[src/rtl/multi_channel_pulse_width_detector_if.sv]
// Bundles channel inputs, counter clear and all strobe/length/count results of the detector.
// The master drives the channel lines and the clear; the slave is the detector.
interface multi_channel_pulse_width_detector_if #(
    parameter int CH    = 4,
    parameter int MAX_W = 1,
    parameter int CNT_W = 16
);
    localparam int LEN_W = $clog2(MAX_W + 2);

    logic [CH-1:0]       a;
    logic                cnt_clr;
    logic [CH-1:0]       rise;
    logic [CH-1:0]       fall;
    logic [CH-1:0]       pulse_det;
    logic [CH-1:0]       too_long;
    logic [CH*LEN_W-1:0] pulse_len;
    logic [CNT_W-1:0]    pulse_cnt;

    modport master (
        output a, cnt_clr,
        input  rise, fall, pulse_det, too_long, pulse_len, pulse_cnt
    );

    modport slave (
        input  a, cnt_clr,
        output rise, fall, pulse_det, too_long, pulse_len, pulse_cnt
    );
endinterface

[src/rtl/multi_channel_pulse_width_detector.sv]
// Per-channel edge flags, high-run length measurement and MIN_W..MAX_W pulse qualification.
// Latency 1 cycle (3 with PULSE_DET_SYNC_EN defined: 2-flop input synchronizer added).
// No backpressure: strobes are single-cycle and must be consumed when asserted.
module multi_channel_pulse_width_detector #(
    parameter int CH    = 4,
    parameter int MIN_W = 1,
    parameter int MAX_W = 1,
    parameter int CNT_W = 16
) (
    input  logic                                 clk,
    input  logic                                 rst,
    multi_channel_pulse_width_detector_if.slave  bus
);
    localparam int LEN_W = $clog2(MAX_W + 2);
    localparam int POP_W = $clog2(CH + 1);
    localparam int SUM_W = CNT_W + POP_W;

    localparam logic [LEN_W-1:0] MIN_L   = LEN_W'(MIN_W);
    localparam logic [LEN_W-1:0] SAT_L   = LEN_W'(MAX_W + 1);
    localparam logic [LEN_W-1:0] ONE_L   = LEN_W'(1);
    localparam logic [CNT_W-1:0] CNT_MAX = {CNT_W{1'b1}};

    typedef enum logic [1:0] {
        ST_ARM  = 2'd0,
        ST_LOW  = 2'd1,
        ST_HIGH = 2'd2
    } state_e;

    if (CH < 1 || MIN_W < 1 || MAX_W < MIN_W) begin : g_param_check
        $error("multi_channel_pulse_width_detector: illegal parameters (need CH>=1, MIN_W>=1, MAX_W>=MIN_W)");
    end

    logic [CH-1:0] s_vec;

`ifdef PULSE_DET_SYNC_EN
    logic [CH-1:0] sync1_q;
    logic [CH-1:0] sync2_q;

    always_ff @(posedge clk or negedge rst) begin
        if (!rst) begin
            sync1_q <= '0;
            sync2_q <= '0;
        end else begin
            sync1_q <= bus.a;
            sync2_q <= sync1_q;
        end
    end

    assign s_vec = sync2_q;
`else
    assign s_vec = bus.a;
`endif

    state_e              state_q [CH];
    state_e              state_d [CH];
    logic [LEN_W-1:0]    run_q   [CH];
    logic [LEN_W-1:0]    run_d   [CH];
    logic [CH-1:0]       rise_q, rise_d;
    logic [CH-1:0]       fall_q, fall_d;
    logic [CH-1:0]       det_q,  det_d;
    logic [CH-1:0]       long_q, long_d;
    logic [CH*LEN_W-1:0] len_q,  len_d;
    logic [CNT_W-1:0]    cnt_q,  cnt_d;
    logic [POP_W-1:0]    pop;
    logic [SUM_W-1:0]    sum;

    always_ff @(posedge clk or negedge rst) begin
        if (!rst) begin
            for (int i = 0; i < CH; i++) begin
                state_q[i] <= ST_ARM;
                run_q[i]   <= '0;
            end
            rise_q <= '0;
            fall_q <= '0;
            det_q  <= '0;
            long_q <= '0;
            len_q  <= '0;
            cnt_q  <= '0;
        end else begin
            for (int i = 0; i < CH; i++) begin
                state_q[i] <= state_d[i];
                run_q[i]   <= run_d[i];
            end
            rise_q <= rise_d;
            fall_q <= fall_d;
            det_q  <= det_d;
            long_q <= long_d;
            len_q  <= len_d;
            cnt_q  <= cnt_d;
        end
    end

    always_comb begin
        rise_d = '0;
        fall_d = '0;
        det_d  = '0;
        long_d = '0;
        len_d  = len_q;
        pop    = '0;
        for (int i = 0; i < CH; i++) begin
            state_d[i] = state_q[i];
            run_d[i]   = run_q[i];
            case (state_q[i])
                // A line high out of reset must first be seen low before a run can start.
                ST_ARM: begin
                    if (!s_vec[i]) state_d[i] = ST_LOW;
                end
                ST_LOW: begin
                    if (s_vec[i]) begin
                        state_d[i] = ST_HIGH;
                        run_d[i]   = ONE_L;
                        rise_d[i]  = 1'b1;
                    end
                end
                ST_HIGH: begin
                    if (s_vec[i]) begin
                        if (run_q[i] != SAT_L) run_d[i] = run_q[i] + ONE_L;
                    end else begin
                        state_d[i] = ST_LOW;
                        fall_d[i]  = 1'b1;
                        len_d[i*LEN_W +: LEN_W] = run_q[i];
                        if (run_q[i] == SAT_L)      long_d[i] = 1'b1;
                        else if (run_q[i] >= MIN_L) det_d[i]  = 1'b1;
                    end
                end
                default: state_d[i] = ST_ARM;
            endcase
            pop = pop + POP_W'(det_d[i]);
        end

        // Widened sum so the saturation test cannot itself wrap.
        sum = SUM_W'(cnt_q) + SUM_W'(pop);
        if (bus.cnt_clr)                  cnt_d = '0;
        else if (sum > SUM_W'(CNT_MAX))   cnt_d = CNT_MAX;
        else                              cnt_d = sum[CNT_W-1:0];
    end

    assign bus.rise      = rise_q;
    assign bus.fall      = fall_q;
    assign bus.pulse_det = det_q;
    assign bus.too_long  = long_q;
    assign bus.pulse_len = len_q;
    assign bus.pulse_cnt = cnt_q;
endmodule

[src/flat_wrapper.sv]
// flat-port wrapper written by rule: the top's interface ports become plain ports
module multi_channel_pulse_width_detector_flat 
#(
    parameter int CH    = 4,
    parameter int MIN_W = 1,
    parameter int MAX_W = 1,
    parameter int CNT_W = 16
)
  (clk, rst, bus_a, bus_cnt_clr, bus_rise, bus_fall, bus_pulse_det, bus_too_long, bus_pulse_len, bus_pulse_cnt);
  multi_channel_pulse_width_detector_if #(.CH(CH), .MAX_W(MAX_W), .CNT_W(CNT_W)) bus_i ();
  input  logic clk;
  input  logic rst;
  input wire logic [$bits(bus_i.a)-1:0] bus_a;
  input wire logic [$bits(bus_i.cnt_clr)-1:0] bus_cnt_clr;
  output wire logic [$bits(bus_i.rise)-1:0] bus_rise;
  output wire logic [$bits(bus_i.fall)-1:0] bus_fall;
  output wire logic [$bits(bus_i.pulse_det)-1:0] bus_pulse_det;
  output wire logic [$bits(bus_i.too_long)-1:0] bus_too_long;
  output wire logic [$bits(bus_i.pulse_len)-1:0] bus_pulse_len;
  output wire logic [$bits(bus_i.pulse_cnt)-1:0] bus_pulse_cnt;
  assign bus_i.a = bus_a;
  assign bus_i.cnt_clr = bus_cnt_clr;
  assign bus_rise = bus_i.rise;
  assign bus_fall = bus_i.fall;
  assign bus_pulse_det = bus_i.pulse_det;
  assign bus_too_long = bus_i.too_long;
  assign bus_pulse_len = bus_i.pulse_len;
  assign bus_pulse_cnt = bus_i.pulse_cnt;
  multi_channel_pulse_width_detector #(.CH(CH), .MIN_W(MIN_W), .MAX_W(MAX_W), .CNT_W(CNT_W)) u_core (.clk(clk), .rst(rst), .bus(bus_i));
endmodule
[config.mk]
export PLATFORM = sky130hd
export DESIGN_NAME = multi_channel_pulse_width_detector_flat
export DESIGN_NICKNAME = d
export VERILOG_FILES = /design/src/rtl/multi_channel_pulse_width_detector_if.sv /design/src/rtl/multi_channel_pulse_width_detector.sv /design/src/flat_wrapper.sv
export SDC_FILE = /design/constraint.sdc
export NUM_CORES = 1
export LEC_CHECK = 0
export ABC_AREA = 1
export CAP_MARGIN = 30
export CORE_ASPECT_RATIO = 1.25
export CORE_MARGIN = 1.5
export CORE_UTILIZATION = 30
export DETAILED_ROUTE_END_ITERATION = 12
export PLACE_DENSITY = 0.56
export SETUP_SLACK_MARGIN = 0.2
export SYNTH_ARGS = -nofsm -noshare
export SYNTH_HDL_FRONTEND = slang
export SYNTH_SLANG_ARGS = --single-unit
[constraint.sdc]
create_clock -name clk -period 3.12 [get_ports clk]
set_input_delay 0.624 -clock clk [delete_from_list [all_inputs] [get_ports clk]]
set_output_delay 0.624 -clock clk [all_outputs]
set_load 0.02 [all_outputs]
Word-level counts from Yosys, hierarchy flattened
Cells that the tools add are included.
W data, S select, Z words.
Storage, ports and cells
  bits in registers: 56
  bits of input ports: 7
  word-level logic and storage cells: 164
Cells by class
  add/subtract/negate cells: 8
  magnitude comparators: 5
  eq/ne operators: 32
  mux-type cells: 74
  bitwise operators: 4
  reductions and logical operators: 24
Operators by type and width (number)
  $mux W1: 44
  $mux W2: 20
  $mux W16: 2
  $ne A2 B2 Y1 const B: 16
  $pmux W2 S2: 8
  $gt A19 B16 Y1 const B: 1
  $add A16 B3 Y17: 1
  $eq A2 B2 Y1 const B: 8
  $reduce_and A2 Y1: 8
  $reduce_and A4 Y1: 4
  $add A2 B1 Y2 const B: 4
  $eq A2 B1 Y1 const B: 4
  $ge A2 B1 Y1 const B: 4
  $logic_not A2 Y1: 4
  $ne A2 B1 Y1 const B: 4
  $reduce_bool A2 Y1: 4
  $reduce_or A2 Y1: 4
  $add A3 B1 Y3: 2
  $not A1 Y1: 4
  $add A1 B1 Y2: 1

Logic depth before layout (Yosys ltp)
  depth after elaboration: 12
  mapped depth: 21
  depth with buffers taken out: 21

Least setup slack after synthesis
Ideal clock, no wire load.
  path type: input port to flip-flop
  start point: input port bus_a[0]
  end point: register u_core.cnt_q[13] (netlist: u_core.bus.pulse_cnt[13])
  library setup time: 113 ps
  data arrival time: 3034 ps
  path slack: -27 ps
  cell stages on the path: 18
  buffers on the path: 1
  path through: nor2_1 -> inv_1 -> nor3_1 -> ha_1 -> inv_1 -> fa_1 -> inv_1 -> ha_1 -> fa_1 -> nand3_2 -> nand2_4 -> nand2_4 -> nor2_4 -> nand2_2 -> buf_6 -> nand3_2 -> nand2_1 -> inv_1
On the way
  word-level cells in the longest chain between the ends: 9
Ends and longest elaborated chain
  start: declaration: RTL line flat_wrapper.sv:13  | input wire logic [$bits(bus_i.a)-1:0] bus_a;
  $mux W1 *: RTL line multi_channel_pulse_width_detector.sv:116  | if (s_vec[i]) begin
  $mux W1 *: RTL line multi_channel_pulse_width_detector.sv:103  | case (state_q[i])
  net u_core.det_d[0]: RTL line multi_channel_pulse_width_detector.sv:60  | logic [CH-1:0] det_q, det_d;
  $add A1 B1 Y2 *: RTL line multi_channel_pulse_width_detector.sv:128  | pop = pop + POP_W'(det_d[i]);
  $add A3 B1 Y3 * (2 in a row): RTL line multi_channel_pulse_width_detector.sv:128
  $add A16 B3 Y17 *: RTL line multi_channel_pulse_width_detector.sv:132  | sum = SUM_W'(cnt_q) + SUM_W'(pop);
  $gt A19 B16 Y1: RTL line multi_channel_pulse_width_detector.sv:134  | else if (sum > SUM_W'(CNT_MAX)) cnt_d = CNT_MAX;
  $mux W16 *: RTL line multi_channel_pulse_width_detector.sv:134
  $mux W16 *: RTL line multi_channel_pulse_width_detector.sv:133  | if (bus.cnt_clr) cnt_d = '0;
  net u_core.cnt_d[13]: RTL line multi_channel_pulse_width_detector.sv:63  | logic [CNT_W-1:0] cnt_q, cnt_d;
  end signal: assignment: RTL line multi_channel_pulse_width_detector.sv:89  | cnt_q <= cnt_d;
  end: declaration: RTL line multi_channel_pulse_width_detector.sv:63
The timed path passes the listed nets; every way through them passes the cells marked *.
A chain may end at the register's enable or synchronous reset.

Final worst setup path
  start point: register u_core.run_q[5] (netlist bit)
  end point: register u_core.cnt_q[15] (netlist: u_core.bus.pulse_cnt[15])
On the way
  word-level cells in the longest chain between the ends: 12
Ends and longest elaborated chain
  start: declaration: RTL line multi_channel_pulse_width_detector.sv:56  | logic [LEN_W-1:0] run_q [CH];
  start signal: indexed assignment: RTL line multi_channel_pulse_width_detector.sv:82  | run_q[i] <= run_d[i];
  $ge A2 B1 Y1: RTL line multi_channel_pulse_width_detector.sv:123  | else if (run_q[i] >= MIN_L) det_d[i] = 1'b1;
  $mux W1: RTL line multi_channel_pulse_width_detector.sv:123
  $mux W1 *: RTL line multi_channel_pulse_width_detector.sv:122  | if (run_q[i] == SAT_L) long_d[i] = 1'b1;
  $mux W1 *: RTL line multi_channel_pulse_width_detector.sv:116
  $mux W1 *: RTL line multi_channel_pulse_width_detector.sv:103
  net u_core.det_d[1]: RTL line multi_channel_pulse_width_detector.sv:60
  $add A1 B1 Y2 *: RTL line multi_channel_pulse_width_detector.sv:128
  $add A3 B1 Y3 * (2 in a row): RTL line multi_channel_pulse_width_detector.sv:128
  $add A16 B3 Y17 *: RTL line multi_channel_pulse_width_detector.sv:132
  $gt A19 B16 Y1: RTL line multi_channel_pulse_width_detector.sv:134
  $mux W16 *: RTL line multi_channel_pulse_width_detector.sv:134
  $mux W16 *: RTL line multi_channel_pulse_width_detector.sv:133
  net u_core.cnt_d[15]: RTL line multi_channel_pulse_width_detector.sv:63
Marks and branches as above.

==> metrics.md <==
| Metric | Value |
|---|---|
| Outcome | complete, no violations |
| Initial core utilization | a little under a third |
| Final non-filler cell total | 506 |
| Fraction of registers with async set/reset | 100.0% |
| Top-count cell post-synth | nand2_1 |
| Power consumption | 1.704 mW |
| FF+latch count, synth | 56 |
| Seq. cell area | approximately 0.0014 mm^2 |
| Clock sink count | 56 |
| CTS tree | yes |
| Post-Synth Simple-Gate Area | between 20% and 30% |
| Routed vias | between 2000 and 2500 |
| Synth Instances | about 300 |
| Post-synthesis mux area share | 0% |
| Layout area overhead | 41.86% |
| Die area | between 0.009 and 0.01 mm^2 |
| Syn avg cell area | 8.997 um^2 |
| N_diodes | 0 |
| Clock latency on the worst-skew pair | roughly 0.32 ns |
| Layout fillers | ~890 |
| Multi-input gate area | between 0.001 and 0.0015 mm^2 |
| CP peak stage delay | approximately 0.48 ns |
| Wire length on met1 | between 2000 and 3000 um |
| Worst setup margin | approximately 0.22 ns |
| Die height | 108.9 um |
| Residual DRC | 0 |
| R2R Path Start | u_core.run_q[5]$_DFFE_PN0P_ |
| Met2 WL | about 3000 um |
| Hold Violations, Final | 0 |
| Sw Ratio | approximately 29% |
| CP Launch Type | register |
| Clock power share | 29.9% |
| Slew Limit Fails | 0 |
| Int Power | 1.217 mW |
| Critical path class | register to register |
| Post-DRT Antenna Nets | 0 |
| # IOs | 47 |
| Compound-gate portion of the synthesized area | under 10% |
| Worst-case reg-to-reg path depth | 18 |
| FMAX | 345.1 MHz |
| Psw | 487.5 uW |
| Critical-path cell list | inv_1, ha_1, nor3_4, ha_1, inv_1, fa_1, inv_2, ha_4, fa_2, nand3_2, nand2_4, nand2_4, nor2_4, buf_4, nor2_2, nand2_1, nand2_1, nor2_1 |
| Row count | 38 |
| P per Cell Area | about 450 mW/mm^2 |
| Commonest cells in the netlist | nand2_1 (59), dfrtp_1 (56), inv_1 (49) |
| Final wirelength | approximately 6000 um |
| Worst min-delay path category | input port to async pin |
| Final Util | about 44% |
| CP Max Fanout | 4 |
| Via density per instance | 4.360 |
| Initial antenna violation count | 0 |
| Setup TNS | 0 ns |
| Unrepaired setup endpoints after global routing | yes |
| Worst rel slew slack | ~52% |
| Crit path arrival time | 3.11 ns |
| Remaining Overflow, GRT | 0 |
| Vias in the first global route | between 2000 and 2500 |
| Iter 0 DRT Violations | 150 |
| Post-CTS Hold Fix Bufs | 0 |
| Worst VDD drop | 0.2059 mV |
| Wire per inst | approximately 12 um |
| Worst EP required | ~3.3 ns |
| Final worst path period share | a little over 90% |
| Yosys cell types | 26 |
| Syn nets | roughly 320 |
| Static Leakage | between 1.5 and 2 nW |
| Clock slew at reported path FFs | ~0.1 ns |
| GPL Wtd Cong | ~0.83 |
| Post-synth top area share | 52.09% |
| Largest family of logic cells by synthesized area | simple AND/OR/NAND/NOR gates |
| Layout cells sized above 1 | between 20% and 30% |
| Critical path endpoint | u_core.bus.pulse_cnt[15]$_DFF_PN0_ |
| Post-synthesis xor/xnor area fraction | 1.628% |
| Dpl cells | 483 |
| Maxcap violations | 0 |
| Slowest-stage cell, CP | fa_1 |
| Post-synthesis sequential area ratio | a little over half |
| Die X | between 80 and 90 um |
| Largest net degree at the start of global routing | 57 |
| Ys flop type | dfrtp_1 |
| H-tree Lvls | 2 |
| CTS Buffer Depth | 2 |
| Slew at the pin closest to its max-slew limit | roughly 0.7 ns |
| Layout net count | 407 |
| Mapped Area | around 0.0027 mm^2 |
| Number of synthesized flops with an enable pin | 0 |
| DPL Wire Length | ~4100 um |
| Post-synth top area cell | dfrtp_1 |
| Reg2reg end | u_core.bus.pulse_cnt[15]$_DFF_PN0_ |
| Worst R2R Setup Slack | ~0.22 ns |
| Largest cells by area after synthesis | dfrtp_1 (52%), nand2_1 (8.2%), inv_1 (6.8%) |
| IO buf count | 46 |
| Drt first pass iters | 4 |
| Tmin final | between 2 and 3 ns |
| Critical path capture point type | register |
| Gate power share | between 20% and 30% |
| Max Used Layer | met4 |
| Seq pwr share | roughly half |
| CTS Root Cell | clkbuf_8 |
| Setup-failing EPs final | 0 |
| First-pass GRT wire length | between 9000 and 10000 um |
| Gr usage total | a little over an eighth |
| Cts bufs inserted | 5 |
| Placement Setup Slack | -0.4377 ns |
| YS warnings | 0 |
| Crit path from | u_core.run_q[5]$_DFFE_PN0P_ |
| Core Region | 0.008701 mm^2 |
| Met3 wire length | ~230 um |
| Max Clock Skew | 0.01296 ns |
| Adder-cell area share of the yosys netlist | under 10% |
==> layout make-up <==
type	count	area share (%)
clock buffers	6	2.164
flip-flops and latches	56	36.72
multi-input cells	185	31.61
repair buffers	81	19.05
clock inverters	2	1.016
well taps	120	3.934
inverters	56	5.508
==> sequential cells by signal, summed over array words and instances, names as in the netlist <==
register	count
u_core.bus.pulse_len	8
u_core.bus.fall	4
u_core.state_q	8
u_core.run_q	8
u_core.bus.too_long	4
u_core.bus.rise	4
u_core.bus.pulse_cnt	16
u_core.bus.pulse_det	4
==> power groups by stage <==
| stage | registers [mW] | clock network [mW] | logic [mW] |
|---|---|---|---|
| floorplan | 0.897 | 0 | 0.125 |
| global placement | 0.847 | 0 | 0.328 |
| detailed placement | 0.848 | 0 | 0.335 |
| CTS | 0.836 | 0.527 | 0.360 |
| global route | 0.845 | 0.550 | 0.402 |
| finish | 0.835 | 0.509 | 0.360 |
==> layer usage <==
layer	global-route usage, %	up-vias
li1	-	1100
met1	15.98	1047
met2	23.79	50
met3	3.558	9
met4	4.762	0
met5	0	-
==> layout by cell type (no fill, tap or decap), drive strengths merged <==
| cell type | Yosys | routed |
|---|---|---|
| buf | 2 | 36 |
| fa | 2 | 2 |
| clkbuf | 0 | 6 |
| nand3 | 17 | 17 |
| dfrtp | 56 | 56 |
| a21oi | 16 | 16 |
| clkinv | 3 | 3 |
| xor2 | 2 | 2 |
| ha | 13 | 13 |
| inv | 53 | 54 |
| clkdlybuf4s50 | 0 | 41 |
| bufinv | 0 | 1 |
| o21bai | 1 | 1 |
| nor2 | 31 | 31 |
| nand2 | 66 | 66 |
| nand4 | 3 | 3 |
| nand3b | 2 | 2 |
| xnor2 | 3 | 3 |
| o21ai | 22 | 22 |
| clkdlybuf4s15 | 0 | 1 |
| nor3 | 7 | 7 |
| dlygate4sd2 | 0 | 3 |
==> critical path: cells and delay by family (launching register included) <==
family,cells,cell delay [ns]
adders and majority gates,5,1.44
and+or+nand+nor,9,0.61
buffers and inverters,4,0.32
DFF,1,0.42
==> cell families after synthesis <==
logic type      count (synthesis)
compound gates                 39
xor+xnor                        5
fa+ha+maj                      15
buf+inv                        58
flops                          56
simple gates                  126
==> timing repair <==
item / 4_1_cts / 5_1_grt
gates resized for setup: 24 / 10
endpoints found under the hold margin: 0 / 0
endpoints found under the setup margin: 16 / 16
buffers inserted: 10 / 5
pin swaps: 12 / 8
==> per-stage QoR <==
| stage | hold WS (ns) | instance area [um^2] |
|---|---|---|
| 4_1_cts | 0.4477 | 3751 |
| 3_3_place_gp | 0.4219 | 3477 |
| 2_1_floorplan | 0.3284 | 2728 |
| 3_5_place_dp | 0.4339 | 3477 |
| 5_1_grt | 0.4667 | 3816 |
| 6_report | 0.4324 | 3816 |
==> worst min path at each step <==
stage	from	to	slack [ns]	cells after the start
6_report	rst	u_core.bus.too_long[3]$_DFF_PN0_	0.43	2
5_1_grt	u_core.state_q[3]$_DFFE_PN0P_	u_core.state_q[2]$_DFFE_PN0P_	0.47	1
4_1_cts	u_core.state_q[3]$_DFFE_PN0P_	u_core.state_q[2]$_DFFE_PN0P_	0.45	1
3_5_place_dp	u_core.state_q[3]$_DFFE_PN0P_	u_core.state_q[2]$_DFFE_PN0P_	0.43	1
3_3_place_gp	u_core.state_q[5]$_DFFE_PN0P_	u_core.state_q[4]$_DFFE_PN0P_	0.42	1
2_1_floorplan	rst	u_core.bus.fall[0]$_DFF_PN0_	0.33	0
Note: power is estimated with default switching activity, not from simulation.
